## src/rtl/cnn_accel_layer_seq_if.sv

```systemverilog
// Control bundle between the host/frame engine and the CNN layer sequencer.
// The sequencer uses the slave modport; the host/engine side uses master.
interface cnn_accel_layer_seq_if #(
    parameter int unsigned NUM_LAYERS_MAX = 8
);
    localparam int unsigned NW = $clog2(NUM_LAYERS_MAX + 1);
    localparam int unsigned LW = (NUM_LAYERS_MAX > 1) ? $clog2(NUM_LAYERS_MAX) : 1;

    logic          start;
    logic [NW-1:0] num_layers;
    logic          abort;
    logic          eng_done;
    logic          eng_reset_n;
    logic          rd_bank;
    logic          wr_bank;
    logic [LW-1:0] layer_idx;
    logic          host_sel;
    logic          busy;
    logic          done;
    logic          err;

    modport master (
        output start, num_layers, abort, eng_done,
        input  eng_reset_n, rd_bank, wr_bank, layer_idx, host_sel, busy, done, err
    );

    modport slave (
        input  start, num_layers, abort, eng_done,
        output eng_reset_n, rd_bank, wr_bank, layer_idx, host_sel, busy, done, err
    );
endinterface

```

## src/rtl/cnn_accel_layer_seq.sv

```systemverilog
// Layer sequencer: runs the frame engine once per layer, ping-ponging the two frame banks
// and holding the engine in reset between layers. All outputs are registered.
module cnn_accel_layer_seq #(
    parameter int unsigned NUM_LAYERS_MAX = 8,
    parameter int unsigned WIDTH          = 320,
    parameter int unsigned HEIGHT         = 240,
    parameter int unsigned TIMEOUT_CYCLES = 80000
) (
    input logic                  clk,
    input logic                  reset_n,
    cnn_accel_layer_seq_if.slave bus
);
    localparam int unsigned NW         = $clog2(NUM_LAYERS_MAX + 1);
    localparam int unsigned LW         = (NUM_LAYERS_MAX > 1) ? $clog2(NUM_LAYERS_MAX) : 1;
    localparam int unsigned WDW        = (TIMEOUT_CYCLES > 1) ? $clog2(TIMEOUT_CYCLES) : 1;
    localparam int unsigned MinTimeout = HEIGHT * (WIDTH + 1) + 2;

    // A watchdog shorter than one full frame would kill every healthy layer.
    if (TIMEOUT_CYCLES <= MinTimeout) begin : g_timeout_check
        $error("TIMEOUT_CYCLES must exceed HEIGHT*(WIDTH+1)+2");
    end

    localparam logic [WDW-1:0] WdogLast = WDW'(TIMEOUT_CYCLES - 1);

    typedef enum logic [2:0] {
        StIdle,
        StLaunch,
        StRun,
        StDrain,
        StSwap,
        StFinish
    } state_e;

    state_e        r_state;
    state_e        w_state_next;
    logic          w_accept;
    logic          w_zero_start;
    logic          w_wd_expire;
    logic          w_swap;
    logic          w_more;
    logic [NW-1:0] w_num_sat;

    logic [NW-1:0]  r_num_layers;
    logic [LW-1:0]  r_layer_idx;
    logic [WDW-1:0] r_wdog;
    logic           r_rd_bank;
    logic           r_wr_bank;
    logic           r_eng_run;
    logic           r_host_sel;
    logic           r_busy;
    logic           r_done;
    logic           r_err;

    assign w_num_sat = (bus.num_layers > NW'(NUM_LAYERS_MAX)) ? NW'(NUM_LAYERS_MAX)
                                                               : bus.num_layers;
    assign w_more    = (NW'(r_layer_idx) + NW'(1)) < r_num_layers;

    always_comb begin
        w_state_next = r_state;
        w_accept     = 1'b0;
        w_zero_start = 1'b0;
        w_wd_expire  = 1'b0;
        w_swap       = 1'b0;
        unique case (r_state)
            StIdle: begin
                if (bus.start) begin
                    if (bus.num_layers != '0) begin
                        w_state_next = StLaunch;
                        w_accept     = 1'b1;
                    end else begin
                        w_zero_start = 1'b1;
                    end
                end
            end
            StLaunch: w_state_next = bus.abort ? StFinish : StRun;
            StRun: begin
                // abort > eng_done > watchdog
                if (bus.abort) begin
                    w_state_next = StFinish;
                end else if (bus.eng_done) begin
                    w_state_next = StDrain;
                end else if (r_wdog == WdogLast) begin
                    w_state_next = StFinish;
                    w_wd_expire  = 1'b1;
                end
            end
            StDrain: begin
                if (bus.abort || !w_more) begin
                    w_state_next = StFinish;
                end else begin
                    w_state_next = StSwap;
                end
            end
            StSwap: begin
                if (bus.abort) begin
                    w_state_next = StFinish;
                end else begin
                    w_state_next = StLaunch;
                    w_swap       = 1'b1;
                end
            end
            StFinish: w_state_next = StIdle;
            default:  w_state_next = StIdle;
        endcase
    end

    always_ff @(posedge clk or negedge reset_n) begin
        if (!reset_n) begin
            r_state <= StIdle;
        end else begin
            r_state <= w_state_next;
        end
    end

    always_ff @(posedge clk or negedge reset_n) begin
        if (!reset_n) begin
            r_num_layers <= '0;
            r_layer_idx  <= '0;
            r_wdog       <= '0;
            r_rd_bank    <= 1'b0;
            r_wr_bank    <= 1'b1;
            r_eng_run    <= 1'b0;
            r_host_sel   <= 1'b1;
            r_busy       <= 1'b0;
            r_done       <= 1'b0;
            r_err        <= 1'b0;
        end else begin
            if (w_accept) begin
                r_num_layers <= w_num_sat;
                r_layer_idx  <= '0;
                r_rd_bank    <= 1'b0;
                r_wr_bank    <= 1'b1;
            end else if (w_swap) begin
                r_layer_idx  <= r_layer_idx + LW'(1);
                r_rd_bank    <= ~r_rd_bank;
                r_wr_bank    <= ~r_wr_bank;
            end

            if (r_state == StLaunch) begin
                r_wdog <= '0;
            end else if (r_state == StRun) begin
                r_wdog <= r_wdog + WDW'(1);
            end

            if (w_accept || w_zero_start) begin
                r_err <= 1'b0;
            end else if (w_wd_expire) begin
                r_err <= 1'b1;
            end

            // Decode from the next state so the registered outputs track the state register.
            r_eng_run  <= (w_state_next == StRun);
            r_busy     <= (w_state_next != StIdle);
            r_host_sel <= (w_state_next == StIdle) || (w_state_next == StFinish);
            r_done     <= (w_state_next == StFinish) || w_zero_start;
        end
    end

    assign bus.eng_reset_n = r_eng_run;
    assign bus.rd_bank     = r_rd_bank;
    assign bus.wr_bank     = r_wr_bank;
    assign bus.layer_idx   = r_layer_idx;
    assign bus.host_sel    = r_host_sel;
    assign bus.busy        = r_busy;
    assign bus.done        = r_done;
    assign bus.err         = r_err;
endmodule

```

## src/flat_wrapper.sv

```systemverilog
// flat-port wrapper written by rule: the top's interface ports become plain ports
module cnn_accel_layer_seq_flat 
#(
    parameter int unsigned NUM_LAYERS_MAX = 8,
    parameter int unsigned WIDTH          = 320,
    parameter int unsigned HEIGHT         = 240,
    parameter int unsigned TIMEOUT_CYCLES = 80000
)
  (clk, reset_n, bus_start, bus_num_layers, bus_abort, bus_eng_done, bus_eng_reset_n, bus_rd_bank, bus_wr_bank, bus_layer_idx, bus_host_sel, bus_busy, bus_done, bus_err);
  cnn_accel_layer_seq_if #(.NUM_LAYERS_MAX(NUM_LAYERS_MAX)) bus_i ();
  input logic clk;
  input logic reset_n;
  input wire logic [$bits(bus_i.start)-1:0] bus_start;
  input wire logic [$bits(bus_i.num_layers)-1:0] bus_num_layers;
  input wire logic [$bits(bus_i.abort)-1:0] bus_abort;
  input wire logic [$bits(bus_i.eng_done)-1:0] bus_eng_done;
  output wire logic [$bits(bus_i.eng_reset_n)-1:0] bus_eng_reset_n;
  output wire logic [$bits(bus_i.rd_bank)-1:0] bus_rd_bank;
  output wire logic [$bits(bus_i.wr_bank)-1:0] bus_wr_bank;
  output wire logic [$bits(bus_i.layer_idx)-1:0] bus_layer_idx;
  output wire logic [$bits(bus_i.host_sel)-1:0] bus_host_sel;
  output wire logic [$bits(bus_i.busy)-1:0] bus_busy;
  output wire logic [$bits(bus_i.done)-1:0] bus_done;
  output wire logic [$bits(bus_i.err)-1:0] bus_err;
  assign bus_i.start = bus_start;
  assign bus_i.num_layers = bus_num_layers;
  assign bus_i.abort = bus_abort;
  assign bus_i.eng_done = bus_eng_done;
  assign bus_eng_reset_n = bus_i.eng_reset_n;
  assign bus_rd_bank = bus_i.rd_bank;
  assign bus_wr_bank = bus_i.wr_bank;
  assign bus_layer_idx = bus_i.layer_idx;
  assign bus_host_sel = bus_i.host_sel;
  assign bus_busy = bus_i.busy;
  assign bus_done = bus_i.done;
  assign bus_err = bus_i.err;
  cnn_accel_layer_seq #(.NUM_LAYERS_MAX(NUM_LAYERS_MAX), .WIDTH(WIDTH), .HEIGHT(HEIGHT), .TIMEOUT_CYCLES(TIMEOUT_CYCLES)) u_core (.clk(clk), .reset_n(reset_n), .bus(bus_i));
endmodule
```

## config.mk

```make
export PLATFORM = sky130hd
export DESIGN_NAME = cnn_accel_layer_seq_flat
export DESIGN_NICKNAME = d
export VERILOG_FILES = /design/src/rtl/cnn_accel_layer_seq_if.sv /design/src/rtl/cnn_accel_layer_seq.sv /design/src/flat_wrapper.sv
export SDC_FILE = /design/constraint.sdc
export NUM_CORES = 1
export LEC_CHECK = 0
export ABC_CLOCK_PERIOD_IN_PS = 2000
export CAP_MARGIN = 20
export CORE_UTILIZATION = 53
export CTS_BUF_LIST = sky130_fd_sc_hd__clkbuf_4
export CTS_CLUSTER_SIZE = 14
export DETAILED_ROUTE_END_ITERATION = 16
export HOLD_SLACK_MARGIN = 0.1
export PLACE_DENSITY = 0.87
export RECOVER_POWER = 25
export SETUP_SLACK_MARGIN = 0.05
export SLEW_MARGIN = 5
export SYNTH_ARGS = -nofsm -noshare
export SYNTH_HDL_FRONTEND = slang
export SYNTH_SLANG_ARGS = --single-unit
```

## constraint.sdc

```tcl
create_clock -name clk -period 2 [get_ports clk]
set_input_delay 0.2 -clock clk [delete_from_list [all_inputs] [get_ports clk]]
set_output_delay 0.2 -clock clk [all_outputs]
set_load 0.02 [all_outputs]
```

== Yosys cells after proc, flatten, opt, wreduce, memory -nomap -nowiden ==
Cells that the tools add are included.

* Flip-flop bits (word level): 34
* Input port bits: 9
* Word-level logic and storage cells: 69
* Output and inout bits: 10

* Add/sub/neg operators: 3
* Bitwise gates (word level): 2
* Mux-type cells: 32
* Equality and inequality tests: 7
* Reduce and logical (&&, ||, !) cells: 12
* $lt $le $gt $ge: 2

{| class="wikitable"
|+ Operators by type and width
! kind !! count
|-
| $mux 17 || 2
|-
| $mux 3 || 9
|-
| $mux 1 || 19
|-
| $add 17x1->17 const B || 1
|-
| $eq 17x17->1 const B || 1
|-
| $pmux 3 s5 || 1
|-
| $eq 3x2->1 const B || 3
|-
| $eq 3x3->1 const B || 2
|-
| $logic_not 3->1 || 2
|-
| $reduce_bool 2->1 || 3
|-
| $add 3x1->4 const B || 1
|-
| $gt 4x4->1 const B || 1
|-
| $logic_or 1x1->1 || 4
|-
| $lt 4x4->1 || 1
|-
| $mux 4 || 1
|-
| $reduce_bool 4->1 || 1
|-
| $add 3x1->3 const B || 1
|-
| $eq 3x1->1 const B || 1
|-
| $reduce_bool 3->1 || 1
|-
| $not 1->1 || 2
|-
| $logic_not 1->1 || 1
|}

== Longest topological paths before layout ==
Gate-level depths: netlist of run 1.

* Word-level depth: 8
* Mapped depth: 8
* Gate-level depth less buffers: 8

== Least setup slack after synthesis of run 1 ==
No wires, ideal clock.

* Path kind: register -> register
* Start: register u_core.r_layer_idx[0], in the netlist u_core.bus.layer_idx[0]
* End: register u_core.r_eng_run, in the netlist u_core.bus.eng_reset_n
* Data arrival time: 2.019 ns
* Path buffers: 0
* Cell stages (with the launch flop): 9
* Data required time: 1.920 ns
* Slack: -0.099 ns
* Period minus slack after synthesis: 2.099 ns
* Library setup time: 0.080 ns
* Cells stage by stage: dfrtp_1 > ha_1 > ha_1 > a21boi_0 > o21ai_0 > a21oi_1 > nor4_4 > inv_2 > nor3_2

* Word-level cells in the longest chain between the ends: 7

{| class="wikitable"
|+ Ends and longest elaborated chain
! element !! RTL line !! source
|-
| start, declared || cnn_accel_layer_seq.sv:44 || <nowiki>logic [LW-1:0] r_layer_idx;</nowiki>
|-
| start signal, assigned || cnn_accel_layer_seq.sv:134 || <nowiki>r_layer_idx <= r_layer_idx + LW'(1);</nowiki>
|-
| $add 3x1->4 || cnn_accel_layer_seq.sv:56 || <nowiki>assign w_more = (NW'(r_layer_idx) + NW'(1)) < r_num_layers;</nowiki>
|-
| $lt 4x4->1 || cnn_accel_layer_seq.sv:56 ||
|-
| $logic_not 1->1 || cnn_accel_layer_seq.sv:88 || <nowiki>if (bus.abort || !w_more) begin</nowiki>
|-
| $logic_or 1x1->1 || cnn_accel_layer_seq.sv:88 ||
|-
| $mux 1 || cnn_accel_layer_seq.sv:88 ||
|-
| $pmux 3 s5 || cnn_accel_layer_seq.sv:64 || <nowiki>unique case (r_state)</nowiki>
|-
| net u_core.w_state_next[0] || cnn_accel_layer_seq.sv:35 || <nowiki>state_e w_state_next;</nowiki>
|-
| $eq 3x2->1 || cnn_accel_layer_seq.sv:152 || <nowiki>r_eng_run <= (w_state_next == StRun);</nowiki>
|-
| end signal, assigned || cnn_accel_layer_seq.sv:152 ||
|-
| end, declared || cnn_accel_layer_seq.sv:48 || <nowiki>logic r_eng_run;</nowiki>
|}

The timed path passes the listed nets, and every way through them passes these cells.
A chain may end at the register's enable or synchronous reset.

== Worst setup path after layout of run 1 ==
* Start: register u_core.r_layer_idx[0], in the netlist u_core.bus.layer_idx[0]
* End: register u_core.r_host_sel, in the netlist u_core.bus.host_sel

* Word-level cells in the longest chain between the ends: 8
* Elaborated cells on any way between the ends: 9
* Those cells by class: add/sub: 1; order compare: 1; eq/ne: 1; mux: 2; reduce/logical: 4

{| class="wikitable"
|+ Ends and longest elaborated chain
! element !! RTL line !! source
|-
| $add 3x1->4 * || cnn_accel_layer_seq.sv:56 ||
|-
| $lt 4x4->1 * || cnn_accel_layer_seq.sv:56 ||
|-
| $logic_not 1->1 * || cnn_accel_layer_seq.sv:88 ||
|-
| $logic_or 1x1->1 * || cnn_accel_layer_seq.sv:88 ||
|-
| $mux 1 * || cnn_accel_layer_seq.sv:88 ||
|-
| $pmux 3 s5 * || cnn_accel_layer_seq.sv:64 ||
|-
| $eq 3x3->1 or $logic_not 3->1 (tied branches) || cnn_accel_layer_seq.sv:154 || <nowiki>r_host_sel <= (w_state_next == StIdle) || (w_state_next == StFinish);</nowiki>
|-
| $logic_or 1x1->1 * || cnn_accel_layer_seq.sv:154 ||
|-
| end signal, assigned || cnn_accel_layer_seq.sv:154 ||
|-
| end, declared || cnn_accel_layer_seq.sv:49 || <nowiki>logic r_host_sel;</nowiki>
|}

Every way passes the cells marked *; elsewhere a longest branch is shown, timed or not.

==> flow_summary.json, run 1 <==
{
  "via_per_inst": 5.575,
  "yosys.area_share.adder_pct": 3.970,
  "clockRootBuffer": "clkbuf_4",
  "relSlewSlack_pct": 44.42,
  "synth-compound-area-share_pct": 12.25,
  "startpoint": "u_core.bus.layer_idx[0]",
  "grt_usage_pct": 24.21,
  "ys_seq_area_share_pct": 45.90,
  "clock_power_share_pct": 15.0,
  "dpl-instance-area_um2": 2111,
  "power_frac_comb_pct": 45.7,
  "syn_inst": 183,
  "synth_seq_cells": 34,
  "tritoncts": "built",
  "initialDrtViolationCount": 41,
  "worstPathMaxFanout": 4,
  "leakage_uw": 0.001019,
  "cp.required_ns": 2.28,
  "portBuffers": 18,
  "power_frac_seq_pct": 39.3,
  "critPathLaunchType": "register",
  "diodes": 0,
  "totalPowerFinal_uw": 2545,
  "layout-drive-gt1-share_pct": 20.47,
  "synthTopCellsByArea": "dfrtp_1 43%, o21ai_0 4.6%, nand2_1 4.0%",
  "synth_common_cells": "32 x dfrtp_1, 20 x nand2_1, 17 x o21ai_0",
  "routed_wl_um": 3821,
  "antenna_found_initial": 0,
  "internal_power_uw": 1547,
  "cts_buffers": 5,
  "netlist_area_um2": 1859,
  "hold_violations": 0,
  "numClockSinks": 34,
  "htree_levels": 2,
  "die_x_um": 61.23,
  "synth_top_area_share_pct": 43.07,
  "fp.dieH_um": 61.23,
  "initial_core_util_pct": 55.72,
  "overflow": 0,
  "area_growth_pct": 19.85,
  "clock-skew-final_ns": 0.004851,
  "ys_async_sr_fraction_pct": 100.0,
  "crit_arrival_ns": 2.14,
  "first_global_vias": 1374,
  "drv_slew": 0,
  "clockBufferDepth": 2,
  "ys.flop_type": "dfrtp_1",
  "ir_worst_vdd_v": 0.0008525,
  "path_cells": "ha_4, ha_4, a21boi_1, o21ai_1, a21oi_2, nor4_4, mux2i_1",
  "reg2reg_depth": 7,
  "dieArea_um2": 3749,
  "drv_cap": 0,
  "fin_crit_sh_pct": 93.10,
  "drt_pass1_iterations": 4,
  "cts_hold_buf": 0,
  "post-dp-hpwl_um": 2735,
  "hold_class": "input port to asynchronous set/reset pin",
  "drc_errors": 0,
  "crit_type": "register to register",
  "status": "finished clean",
  "rr_endpoint": "u_core.bus.host_sel",
  "final_nets": 228,
  "synth_top_family_by_area": "simple AND/OR/NAND/NOR gates",
  "grt_pass1_wl_um": 6417,
  "r2r-start": "u_core.bus.layer_idx[0]",
  "clk_latency_ns": 0.35,
  "synth-xor-area-share_pct": 4.240,
  "fp.coreArea_um2": 3337,
  "setup-violations-final": 0,
  "synth_simple_gate_area_share_pct": 25.84,
  "synth_top_area_cell": "dfrtp_1",
  "reg2reg_slack_ns": 0.14,
  "synth_nets": 197,
  "grt_max_degree": 35,
  "synth-edff-count": 0,
  "clk_pin_slew_ns": 0.10,
  "slowest_delay_ns": 0.44,
  "synth.yosys.warnings": 0,
  "synthMuxAreaShare_pct": 3.230,
  "period_needed_ns": 1.862,
  "switchingPower_uw": 998.1,
  "crit_top_cell": "ha_4",
  "fin_area_um2": 2228,
  "synth.most_common_cell": "dfrtp_1",
  "antenna_left": 0,
  "worstSetupEndpointType": "register",
  "synth_area_per_cell_um2": 10.16,
  "power_density_nw_per_um2": 1142,
  "synth_cell_type_count": 50,
  "timing.setup.tns_ns": 0,
  "rows": 21,
  "worst_pin_slew_ns": 0.8336,
  "vias": 1455,
  "crit_path_top_delay_cell": "dfrtp_2",
  "wire_per_inst_um": 14.64,
  "rsz0062_at_grt": "false",
  "swShare_pct": 39.22,
  "gp_congestion": 0.8342,
  "clock.fmax_ghz": 0.5370,
  "ios": 19
}
[power by group through the flow]
stage	clock, uW	combinational [uW]	sequential, uW
floorplan	0	734	1020
global placement	0	1010	996
detailed placement	0	1060	1000
CTS	384	1150	998
global route	415	1270	1020
finish	383	1160	999
[worst max-delay path: cells and delay by family (launching register included)]
family,cells,cell delay (ns)
AOI/OAI and AO/OA,3,0.38
and+or+nand+nor,1,0.26
DFF,1,0.44
adders and majority gates,2,0.48
muxes,1,0.23
[area by class of cell]
| class | count | area (um^2) |
|---|---|---|
| Inverter | 10 | 37.54 |
| Timing Repair Buffer | 30 | 267.8 |
| Sequential cell | 34 | 854.6 |
| Tap cell | 46 | 57.56 |
| Clock inverter | 2 | 8.758 |
| Fill cell | 265 | 1109 |
| Multi-Input combinational cell | 133 | 957.2 |
| Clock buffer | 6 | 45.04 |
[logic make-up after synthesis]
family,after synthesis
AND/OR/NAND/NOR,75
AO/OA/AOI/OAI,37
flip-flops,34
buffers and inverters,16
XOR/XNOR,9
multiplexers,6
adder cells (fa/ha/maj),6
[cell usage in the layout, fill, tap and decap left out, types with 9 or more instances in the layout]
cell             instances
nand2_1                 20
inv_1                    9
o21ai_0                 16
buf_4                   11
nor2_1                  13
clkdlybuf4s50_1         17
nand3_1                 12
dfrtp_1                 31
[flip-flops by register name, summed over array words and instances, names as in the netlist, 3 cells and up]
| signal | cells |
|---|---|
| u_core.r_state | 3 |
| u_core.r_wdog | 17 |
| u_core.bus.layer_idx | 3 |
| u_core.r_num_layers | 4 |
[metal layers]
metal	GRT usage [%]	part of all wire, %	vias up	routed length [um]
met5	0	0	-	0
met4	6.818	1.2	0	46
met3	7.353	3.3	5	126
met2	39.44	50	23	1907
met1	31.34	46	715	1741
li1	-	-	712	-
[stage by stage]
stage	setup WS, ns	instances	utilization [%]	hold WS [ns]
2_1_floorplan	0.08131	183	-	-0.09559
3_3_place_gp	-0.009534	249	63.25	0.4510
3_5_place_dp	-0.06520	249	63.25	0.4694
4_1_cts	0.0003635	260	66.63	0.2635
5_1_grt	0.05520	261	66.78	0.4610
6_report	0.1380	261	66.78	0.4580
[worst max path at each step]
stage                     depth (start not counted)  slack, ns                      to
after global routing                              6       0.06     u_core.bus.host_sel
after global placement                            7      -0.01  u_core.bus.eng_reset_n
after floorplan                                   8       0.08  u_core.bus.eng_reset_n
final                                             7       0.14     u_core.bus.host_sel
after detailed placement                          7      -0.07  u_core.bus.eng_reset_n
after CTS                                         7     0.0004     u_core.bus.host_sel
[what timing repair did]
item,CTS,global route
pin swaps,6,1
setup buffers,3,1
hold endpoints to repair,0,0
gates resized for setup,7,0
endpoints found under the setup margin,4,5
Power figures use the tool's default switching activity.
==> run 2, diff against run 1 <==
==> constraint.sdc (replaced) <==
create_clock -name clk -period 2 [get_ports clk]
set_input_delay 0.2 -clock clk [delete_from_list [all_inputs] [get_ports clk]]
set_output_delay 0.2 -clock clk [all_outputs]
set_load 0.05 [all_outputs]
==> flow_summary.json, run 2 (same netlist as run 1, synthesis figures left out) <==
{
  "clk_latency_ns": 0.34,
  "cp.required_ns": 2.27,
  "hold_class": "input port to register",
  "worstHoldStart": "bus_num_layers[0]",
  "diodes": 0,
  "clock-skew-final_ns": 0.007839,
  "final_common_cell": "dfrtp_1",
  "relSlewSlack_pct": 44.96,
  "reg2reg_depth": 8,
  "antenna_found_initial": 0,
  "m1WireLength_um": 1653,
  "vias": 1451,
  "period_needed_ns": 1.907,
  "overflow": 0,
  "regMostFlops": "u_core.r_wdog",
  "initial_core_util_pct": 55.72,
  "crit_arrival_ns": 2.17,
  "critPathLaunchType": "register",
  "status": "finished clean",
  "reg2reg_slack_ns": 0.09,
  "drt_pass1_iterations": 4,
  "fp.coreArea_um2": 3337,
  "largest_reg_flops": 17,
  "final_nets": 224,
  "initialDrtViolationCount": 87,
  "grt_usage_pct": 22.92,
  "fp.dieH_um": 61.23,
  "cts_buffers": 5,
  "post-place-ws_ns": -0.08270,
  "numClockSinks": 34,
  "drv_slew": 0,
  "crit_type": "register to register",
  "grt_pass1_wl_um": 6113,
  "layout_setup_ws_ns": 0.09267,
  "r2r-start": "u_core.bus.layer_idx[1]",
  "area_growth_pct": 19.65,
  "routed_wl_um": 3659,
  "antenna_left": 0,
  "gp_congestion": 0.7811,
  "dieArea_um2": 3749,
  "drc_errors": 0,
  "reg.largest.list": "u_core.r_wdog (17), u_core.r_num_layers (4)",
  "die_x_um": 61.23,
  "power_density_nw_per_um2": 1193,
  "met2_wirelength_um": 1855,
  "highest_layer": "met4",
  "clk_pin_slew_ns": 0.10,
  "worst_pin_slew_ns": 0.8256,
  "min_delay_path_depth": 3,
  "setup-violations-final": 0,
  "clockRootBuffer": "clkbuf_4",
  "wire_per_inst_um": 14.24,
  "hold_violations": 0,
  "rsz0062_at_grt": "true",
  "hold-path-endpoint": "u_core.r_num_layers[0]",
  "tritoncts": "built",
  "first_global_vias": 1377,
  "seqCellArea_um2": 857.1,
  "clockBufferDepth": 2,
  "rows": 21,
  "rr_endpoint": "u_core.bus.eng_reset_n",
  "drv_cap": 0,
  "layout-drive-gt1-share_pct": 20.38,
  "clock.fmax_ghz": 0.5243,
  "grt_max_degree": 35,
  "hold_slack_ns": 0.4465,
  "route.met3.wl_um": 102,
  "portBuffers": 18,
  "fin_crit_sh_pct": 95.37,
  "via_per_inst": 5.646,
  "timing.setup.tns_ns": 0,
  "multi_input_area_um2": 985.9,
  "worstPathMaxFanout": 4,
  "fillCellCount": 260,
  "ir_worst_vdd_v": 0.0009786,
  "worstSetupEndpointType": "register",
  "totalPowerFinal_uw": 2654,
  "leakage_uw": 0.0009879,
  "ios": 19,
  "layout_common_cells": "29 x dfrtp_1, 20 x nand2_1, 17 x clkdlybuf4s50_1",
  "htree_levels": 2,
  "post-dp-hpwl_um": 2631
}
[run 2: what timing repair did]
item,4_1_cts,5_1_grt
hold buffers,0,0
buffers inserted,2,0
endpoints found under the setup margin,2,3
resized for setup,2,8
[run 2: cell type report]
| type | instances | share of cell area, % |
|---|---|---|
| clock inverters | 3 | 0.5062 |
| multi-input cells | 133 | 44.32 |
| inverters | 10 | 1.687 |
| well taps | 46 | 2.587 |
| flip-flops and latches | 34 | 38.53 |
| clock buffers | 5 | 1.687 |
| repair buffers | 26 | 10.69 |
[run 2: per-stage QoR]
stage | util (%) | cell area (um^2) | instances
6_report | 66.67 | 2225 | 257
3_3_place_gp | 63.25 | 2111 | 247
5_1_grt | 66.67 | 2225 | 257
4_1_cts | 65.17 | 2175 | 257
3_5_place_dp | 63.25 | 2111 | 247
2_1_floorplan | - | 1876 | 183
[run 2: worst max-delay path by stage]
stage,from,endpoint,slack [ns],depth (start not counted)
2_1_floorplan,u_core.bus.layer_idx[0],u_core.bus.eng_reset_n,0.05,7
3_3_place_gp,bus_num_layers[0],u_core.bus.eng_reset_n,-0.01,7
3_5_place_dp,bus_num_layers[0],u_core.bus.eng_reset_n,-0.08,7
4_1_cts,u_core.bus.layer_idx[1],u_core.bus.eng_reset_n,0.04,8
5_1_grt,u_core.bus.layer_idx[0],u_core.bus.eng_reset_n,0.01,8
6_report,u_core.bus.layer_idx[1],u_core.bus.eng_reset_n,0.09,8
[run 2: metal layers]
metal	vias to the layer above	track usage [%]
met2	24	38.98
met5	-	0
li1	708	-
met3	6	4.832
met1	713	27.85
met4	0	10.71
[run 2: where the power goes]
group | internal, uW | switching (uW) | leakage, uW
logic | 527 | 770 | 0.000511
clock network | 125 | 227 | 0.0000277
registers | 848 | 157 | 0.000449
[run 2: critical path, cell delays in order, from the launching register on]
cell      delay (ns)
dfrtp_2         0.45
ha_4            0.28
ha_4            0.19
a21boi_1        0.13
o21ai_1         0.15
a21oi_2         0.09
nor4_4          0.26
inv_2           0.09
nor3_4          0.19
==> run 3, diff against run 2 <==
--- a/config.mk
+++ b/config.mk
@@ -19,3 +19,4 @@
 export SYNTH_ARGS = -nofsm -noshare
 export SYNTH_HDL_FRONTEND = slang
 export SYNTH_SLANG_ARGS = --single-unit
+export TNS_END_PERCENT = 100
==> results of run 3 <==
No change in the layout: final DEF, timing and power equal those of run 2.
